**config.mk**
```make
export PLATFORM = sky130hd
export DESIGN_NAME = dma_apb_master
export DESIGN_NICKNAME = d
export VERILOG_FILES = /design/src/rtl/dma_apb_master_pkg.sv /design/src/rtl/dma_apb_master_tout_cnt.sv /design/src/rtl/dma_apb_master.sv
export SDC_FILE = /design/constraint.sdc
export NUM_CORES = 1
export LEC_CHECK = 0
export ABC_CLOCK_PERIOD_IN_PS = 2300
export BUFFER_PORTS_ARGS = -buffer_cell sky130_fd_sc_hd__buf_2
export CAP_MARGIN = 30
export CORE_ASPECT_RATIO = 0.7
export CORE_UTILIZATION = 35
export DETAILED_ROUTE_END_ITERATION = 10
export GPL_ROUTABILITY_DRIVEN = 1
export GPL_TIMING_DRIVEN = 0
export HOLD_SLACK_MARGIN = 0.05
export SYNTH_ARGS = -nofsm -noshare
export SYNTH_HDL_FRONTEND = slang
export SYNTH_SLANG_ARGS = --single-unit
```
**constraint.sdc**
```tcl
create_clock -name clk -period 2.3 [get_ports clk]
set_clock_uncertainty 0.05 [all_clocks]
set_input_delay 0.69 -clock clk [delete_from_list [all_inputs] [get_ports clk]]
set_output_delay 0.69 -clock clk [all_outputs]
set_load 0.05 [all_outputs]
```
**src/rtl/dma_apb_master_pkg.sv**
```systemverilog
// Shared types and defaults for the DMA APB initiator.
// Holds the FSM state encoding and the default timeout settings.
package dma_apb_master_pkg;

    typedef enum logic [1:0] {
        ST_IDLE   = 2'd0,
        ST_SETUP  = 2'd1,
        ST_ACCESS = 2'd2
    } state_e;

    localparam int DEF_TIMEOUT_CYCLES = 16;
    localparam int DEF_TOUT_BITS      = 5;

endpackage

```
**src/rtl/dma_apb_master_tout_cnt.sv**
```systemverilog
// Clear/enable tick counter used to abort an APB ACCESS phase that never sees pready.
// tc is high once TIMEOUT_CYCLES-1 stalled ticks have been counted.
module dma_apb_tout_cnt #(
    parameter int TOUT_BITS      = 5,
    parameter int TIMEOUT_CYCLES = 16
) (
    input  logic clk,
    input  logic reset,
    input  logic clr,
    input  logic en,
    output logic tc
);

    logic [TOUT_BITS-1:0] cnt_q, cnt_d;

    always_comb begin
        cnt_d = cnt_q;
        if (clr) begin
            cnt_d = '0;
        end else if (en) begin
            cnt_d = cnt_q + 1'b1;
        end
    end

    always_ff @(posedge clk) begin
        if (!reset) begin
            cnt_q <= '0;
        end else begin
            cnt_q <= cnt_d;
        end
    end

    assign tc = (cnt_q == TOUT_BITS'(TIMEOUT_CYCLES - 1));

endmodule

```
**src/rtl/dma_apb_master.sv**
```systemverilog
// APB initiator for DMA-internal single-word accesses (descriptor fetch, status polling).
// Runs SETUP/ACCESS on pclken ticks and aborts an ACCESS phase that stalls too long.
module dma_apb_master
    import dma_apb_master_pkg::*;
#(
    parameter int ADDR_BITS      = 16,
    parameter int TIMEOUT_CYCLES = DEF_TIMEOUT_CYCLES,
    parameter int TOUT_BITS      = DEF_TOUT_BITS
) (
    input  logic                 clk,
    input  logic                 reset,
    input  logic                 pclken,
    input  logic                 req_valid,
    output logic                 req_ready,
    input  logic                 req_write,
    input  logic [ADDR_BITS-1:0] req_addr,
    input  logic [31:0]          req_wdata,
    output logic                 rsp_valid,
    output logic [31:0]          rsp_rdata,
    output logic                 rsp_err,
    output logic                 rsp_timeout,
    output logic                 busy,
    output logic                 psel,
    output logic                 penable,
    output logic [ADDR_BITS-1:0] paddr,
    output logic                 pwrite,
    output logic [31:0]          pwdata,
    input  logic [31:0]          prdata,
    input  logic                 pready,
    input  logic                 pslverr
);

    state_e                 state_q, state_d;
    logic                   psel_q, psel_d;
    logic                   penable_q, penable_d;
    logic                   pwrite_q, pwrite_d;
    logic [ADDR_BITS-1:0]   paddr_q, paddr_d;
    logic [31:0]            pwdata_q, pwdata_d;
    logic                   rsp_valid_q, rsp_valid_d;
    logic                   rsp_err_q, rsp_err_d;
    logic                   rsp_timeout_q, rsp_timeout_d;
    logic [31:0]            rsp_rdata_q, rsp_rdata_d;
    logic                   cnt_clr, cnt_en, cnt_tc;

    dma_apb_tout_cnt #(
        .TOUT_BITS      (TOUT_BITS),
        .TIMEOUT_CYCLES (TIMEOUT_CYCLES)
    ) u_tout_cnt (
        .clk   (clk),
        .reset (reset),
        .clr   (cnt_clr),
        .en    (cnt_en),
        .tc    (cnt_tc)
    );

    // Combinational so a new request can be taken in the rsp_valid cycle.
    assign req_ready = (state_q == ST_IDLE) & reset;

    always_comb begin
        state_d       = state_q;
        psel_d        = psel_q;
        penable_d     = penable_q;
        pwrite_d      = pwrite_q;
        paddr_d       = paddr_q;
        pwdata_d      = pwdata_q;
        rsp_valid_d   = 1'b0;
        rsp_err_d     = rsp_err_q;
        rsp_timeout_d = rsp_timeout_q;
        rsp_rdata_d   = rsp_rdata_q;
        cnt_clr       = 1'b0;
        cnt_en        = 1'b0;
        case (state_q)
            ST_IDLE: begin
                if (req_valid) begin
                    paddr_d   = req_addr;
                    pwrite_d  = req_write;
                    pwdata_d  = req_write ? req_wdata : 32'h0;
                    psel_d    = 1'b1;
                    penable_d = 1'b0;
                    state_d   = ST_SETUP;
                end
            end
            ST_SETUP: begin
                if (pclken) begin
                    penable_d = 1'b1;
                    cnt_clr   = 1'b1;
                    state_d   = ST_ACCESS;
                end
            end
            ST_ACCESS: begin
                if (pclken) begin
                    // pready on the terminal tick still counts as a normal completion.
                    if (pready || cnt_tc) begin
                        psel_d        = 1'b0;
                        penable_d     = 1'b0;
                        rsp_valid_d   = 1'b1;
                        rsp_err_d     = pready ? pslverr : 1'b1;
                        rsp_timeout_d = !pready;
                        rsp_rdata_d   = (pready && !pwrite_q) ? prdata : 32'h0;
                        state_d       = ST_IDLE;
                    end else begin
                        cnt_en = 1'b1;
                    end
                end
            end
            default: state_d = ST_IDLE;
        endcase
    end

    always_ff @(posedge clk) begin
        if (!reset) begin
            state_q       <= ST_IDLE;
            psel_q        <= 1'b0;
            penable_q     <= 1'b0;
            pwrite_q      <= 1'b0;
            paddr_q       <= '0;
            pwdata_q      <= 32'h0;
            rsp_valid_q   <= 1'b0;
            rsp_err_q     <= 1'b0;
            rsp_timeout_q <= 1'b0;
            rsp_rdata_q   <= 32'h0;
        end else begin
            state_q       <= state_d;
            psel_q        <= psel_d;
            penable_q     <= penable_d;
            pwrite_q      <= pwrite_d;
            paddr_q       <= paddr_d;
            pwdata_q      <= pwdata_d;
            rsp_valid_q   <= rsp_valid_d;
            rsp_err_q     <= rsp_err_d;
            rsp_timeout_q <= rsp_timeout_d;
            rsp_rdata_q   <= rsp_rdata_d;
        end
    end

    assign busy        = (state_q != ST_IDLE);
    assign psel        = psel_q;
    assign penable     = penable_q;
    assign pwrite      = pwrite_q;
    assign paddr       = paddr_q;
    assign pwdata      = pwdata_q;
    assign rsp_valid   = rsp_valid_q;
    assign rsp_err     = rsp_err_q;
    assign rsp_timeout = rsp_timeout_q;
    assign rsp_rdata   = rsp_rdata_q;

endmodule

```
Yosys cells after proc, flatten, opt, wreduce, memory -nomap -nowiden
Cells that the tools add are included.
Widths: inputs -> output; s select.
- bitwise gates (word level): 2
- reduce and logical (&&, ||, !) cells: 15
- eq/ne operators: 7
- muxes and demuxes: 21
- add/sub/neg operators: 1
- operator list (cell ; count):
    $mux 32 ; 2
    $mux 1 ; 12
    $mux 2 ; 4
    $ne 2x2->1 const B ; 4
    $reduce_and 4->1 ; 2
    $pmux 2 s3 ; 1
    $reduce_and 3->1 ; 2
    $add 5x1->5 const B ; 1
    $eq 5x4->1 const B ; 1
    $reduce_and 5->1 ; 1
    $reduce_bool 2->1 ; 2
    $pmux 1 s3 ; 1
    $reduce_bool 3->1 ; 1
    $eq 2x1->1 const B ; 1
    $eq 2x2->1 const B ; 1
    $logic_not 1->1 ; 2
    $logic_not 2->1 ; 1
    $pmux 1 s2 ; 1
    $reduce_and 2->1 ; 1
    $reduce_or 2->1 ; 1
    $and 1x1->1 ; 1
    $logic_and 1x1->1 ; 1
    $logic_or 1x1->1 ; 1
    $not 1->1 ; 1
- output and inout port bits: 88
- word-level logic and storage cells: 57
- bits in registers: 93
- input bits: 87

Logic depth before layout (Yosys ltp)
- depth after elaboration: 5
- gate-level depth with buffers: 9
- gate-level depth less buffers: 6

Modules after synthesis
A second synthesis with hierarchy kept.
- cells, all modules: 429
- area, all modules: 3627.2 µm²
- modules (own cells, without submodules) (module ; seq. area each (µm²) ; area an instance (µm²) ; times used ; cells each):
    dma_apb_master ; 1761.7 ; 3388.2 ; 1 ; 405
    dma_apb_tout_cnt ; 100.1 ; 239.0 ; 1 ; 24

Worst setup path before layout
OpenSTA, ideal clock, no wires.
- kind: input port to output port
- from: input reset
- to: output req_ready
- stages on the path: 4
- arrival time: 1.724 ns
- data required time: 1.560 ns
- setup slack: -0.164 ns
- buffers on the path: 2
- path through: clkbuf_8 > inv_1 > clkbuf_1 > nor2_1
- word-level cells in the longest chain between the ends: 1
- ends and longest elaborated chain (item ; RTL line ; source):
    from (decl) ; dma_apb_master.sv:11 ; input logic reset,
    $and 1x1->1 ; dma_apb_master.sv:57 ; assign req_ready = (state_q == ST_IDLE) & reset;
    to (decl) ; dma_apb_master.sv:14 ; output logic req_ready,
No other way between the ends.

Worst setup path after layout
- from: register state_q[1]
- to: output req_ready
- word-level cells in the longest chain between the ends: 2
- ends and longest elaborated chain (item ; RTL line ; source):
    from (decl) ; dma_apb_master.sv:33 ; state_e state_q, state_d;
    from (signal assigned) ; dma_apb_master.sv:123 ; state_q <= state_d;
    $logic_not 2->1 ; dma_apb_master.sv:57 ;
    $and 1x1->1 ; dma_apb_master.sv:57 ;
No other way between the ends.

==> flow_summary.json <==
{
  "status": "finished, final reports clean",
  "power_leakage_nw": 2.35,
  "cts_hold_buf": 0,
  "cpMaxStageDelayCell": "or2_2",
  "rows": 30,
  "clk_pin_slew_ps": 70,
  "clkLatencyLatePin_ps": 340,
  "crit_path_max_incr_delay_ps": 320,
  "die_area_um2": 10800,
  "initial_core_util": 0.368,
  "cp_num_buf_inv": 2,
  "drv_slew": 0,
  "place_ws_ps": -62.1,
  "yosysMostFrequentCell": "nand2_1",
  "fp.dieH_um": 87.2,
  "async_reset_ff_frac": 0,
  "clock-sinks": 93,
  "r2r_start": "u_tout_cnt.cnt_q[0]$_SDFFE_PP0P_",
  "max-slew-margin-rel": 0.557,
  "cts_tree": "yes",
  "crit_chain": "buf_6, or2_2, nor2_2, buf_2",
  "ctsRootBufferMaster": "clkbuf_16",
  "nets": 701,
  "synth.avg_cell_area_um2": 8.45,
  "place.port_buffers": 172,
  "synth_top_cell_by_area": "dfxtp_1",
  "hold_viol_final": 0,
  "max_freq_ghz": 0.458,
  "rsz0062_at_grt": "false",
  "synth_area_leaders": "dfxtp_1 (51%), a21oi_1 (12%), nand2_1 (10%)",
  "htreeDepth": 3,
  "cts.path.max_buffers": 2,
  "finalSetupViolCount": 0,
  "ys_ff_latch": 93,
  "yosysSeqAreaShare": 0.512,
  "numCtsBuffers": 9,
  "grt_max_degree": 17,
  "critPathCaptureType": "output pin",
  "hp-start": "pwdata[31]$_SDFFE_PN0P_",
  "synthDistinctLibCells": 32,
  "routed_wl_um": 10600,
  "die_w_um": 124,
  "cpLargestDelayFamily": "simple AND/OR/NAND/NOR gates",
  "synth_top_area_frac": 0.512,
  "routabilityCongestion": 0.819,
  "grt_pass1_vias": 3537,
  "wire_per_inst_um": 14.2,
  "critPathRequiredTime_ps": 1560,
  "grt_pass1_wl_um": 17000,
  "grt_overflow": 0,
  "cp-start-kind": "flop",
  "dr.pass1.iters": 5,
  "drive_gt1_frac": 0.408,
  "critPathKind": "flop to output pin",
  "drc": 0,
  "fin_tns_setup_ps": 0,
  "areaGrowthSynthToFinish_pct": 38.1,
  "worstPathMaxFanout": 10,
  "antenna_left": 0,
  "critical_path.startpoint": "state_q[1]$_SDFFE_PN0P_",
  "netlist_instances": 430,
  "drt_iter0_drc": 154,
  "p_per_area_nw_per_um2": 795,
  "synth_ff_type": "dfxtp_1",
  "antenna_found_initial": 0,
  "synth_edf_count": 0,
  "antenna_cells": 0,
  "hpwl_um": 7900,
  "io_pins": 175,
  "synth_nets": 519,
  "period_needed_ps": 2180,
  "netlist_top_cells_count": "nand2_1 (101), dfxtp_1 (93), a21oi_1 (90)",
  "coreArea_um2": 9870,
  "track_usage": 0.204,
  "hold_class": "flop to flop",
  "period_share": 0.949,
  "drv_cap": 0,
  "ir_drop_mv": 0.501,
  "yosysWarnings": 0,
  "syn_area_um2": 3630,
  "worst_slew_pin_slew_ps": 657,
  "layout_setup_ws_ps": 118,
  "critPathArrivalTime_ps": 1440,
  "vias_per_cell": 5.02,
  "vias": 3738
}
final timing paths:
path                                                          to  slack [ps]  cells past startpoint
worst min register to register           pwdata[31]$_SDFFE_PN0P_         400                      2
worst max-delay path                                   req_ready         120                      4
worst min-delay path                     pwdata[31]$_SDFFE_PN0P_         400                      2
worst max register to register  u_tout_cnt.cnt_q[3]$_SDFFE_PP0P_         160                      9
state kept, by name, summed over array words and instances (netlist names):
register	cells
pwdata	32
rsp_rdata	32
paddr	16
u_tout_cnt.cnt_q	5
state_q	2
penable	1
psel	1
pwrite	1
rsp_err	1
rsp_timeout	1
rsp_valid	1
area by class of cell:
type | instances | area, µm²
clock buffers | 9 | 225
multi-input cells | 292 | 1550
clock inverters | 7 | 121
well taps | 128 | 160
repair buffers | 172 | 861
plain buffers | 42 | 228
inverters | 2 | 7.51
fillers | 961 | 4860
flip-flops and latches | 93 | 1860
power by group:
group / switching [mW] / total, mW / internal [mW]
sequential: 0.0252 / 1.69 / 1.66
combinational: 0.415 / 0.582 / 0.167
clock: 0.648 / 1.72 / 1.07
total: 1.09 / 3.99 / 2.90
tightest hold or removal path, delay by kind of cell, from the launching register on:
kind	cells	cell delay, ps
simple gates	1	50
compound gates	1	50
flops	1	310
per-stage QoR:
step	cell area, µm²	instances	hold slack [ps]	power [mW]	utilization
6_report	5020	745	397	3.99	0.508
5_1_grt	5020	745	424	4.15	0.508
4_1_cts	5000	745	402	4.03	0.506
3_5_place_dp	4660	730	392	2.31	0.472
3_3_place_gp	4660	730	385	2.30	0.472
2_1_floorplan	3640	430	398	2.11	-
cells in the final DEF (no fill, tap or decap), drive strengths merged, types with 2 or more instances in the layout:
master / synthesis / layout
dfxtp: 93 / 93
buf: 21 / 193
bufinv: 0 / 3
or3: 2 / 2
or2: 2 / 2
nand3: 34 / 34
clkinv: 0 / 2
o21ai: 6 / 6
ha: 2 / 2
a31o: 32 / 32
inv: 2 / 4
or3b: 2 / 2
o31ai: 2 / 2
a21oi: 90 / 90
nor3b: 2 / 2
nor2: 5 / 5
nand2: 101 / 101
nor3: 2 / 2
clkbuf: 22 / 30
metal layers:
layer | track usage | vias up | wire length, µm | share of wire
met4 | 0.0789 | 0 | 223 | 0.021
met5 | 0 | - | 0 | 0
met3 | 0.0674 | 22 | 677 | 0.064
met2 | 0.317 | 102 | 4880 | 0.46
met1 | 0.261 | 1763 | 4780 | 0.45
li1 | - | 1851 | - | -
kinds of logic (layout without fill, tap and decap cells):
logic type               after synthesis  in the layout  synth area share
buffers and inverters                 45            232            0.0651
AND/OR/NAND/NOR                      156            156             0.192
adder cells (fa/ha/maj)                2              2           0.00689
AO/OA/AOI/OAI                        134            134             0.223
flip-flops                            93             93             0.512
repair_timing:
item / CTS / global route
setup endpoints to repair: 1 / 1
pin swaps: 0 / 0
resized for setup: 0 / 4
setup buffers: 0 / 0
Power figures use the tool's default switching activity.
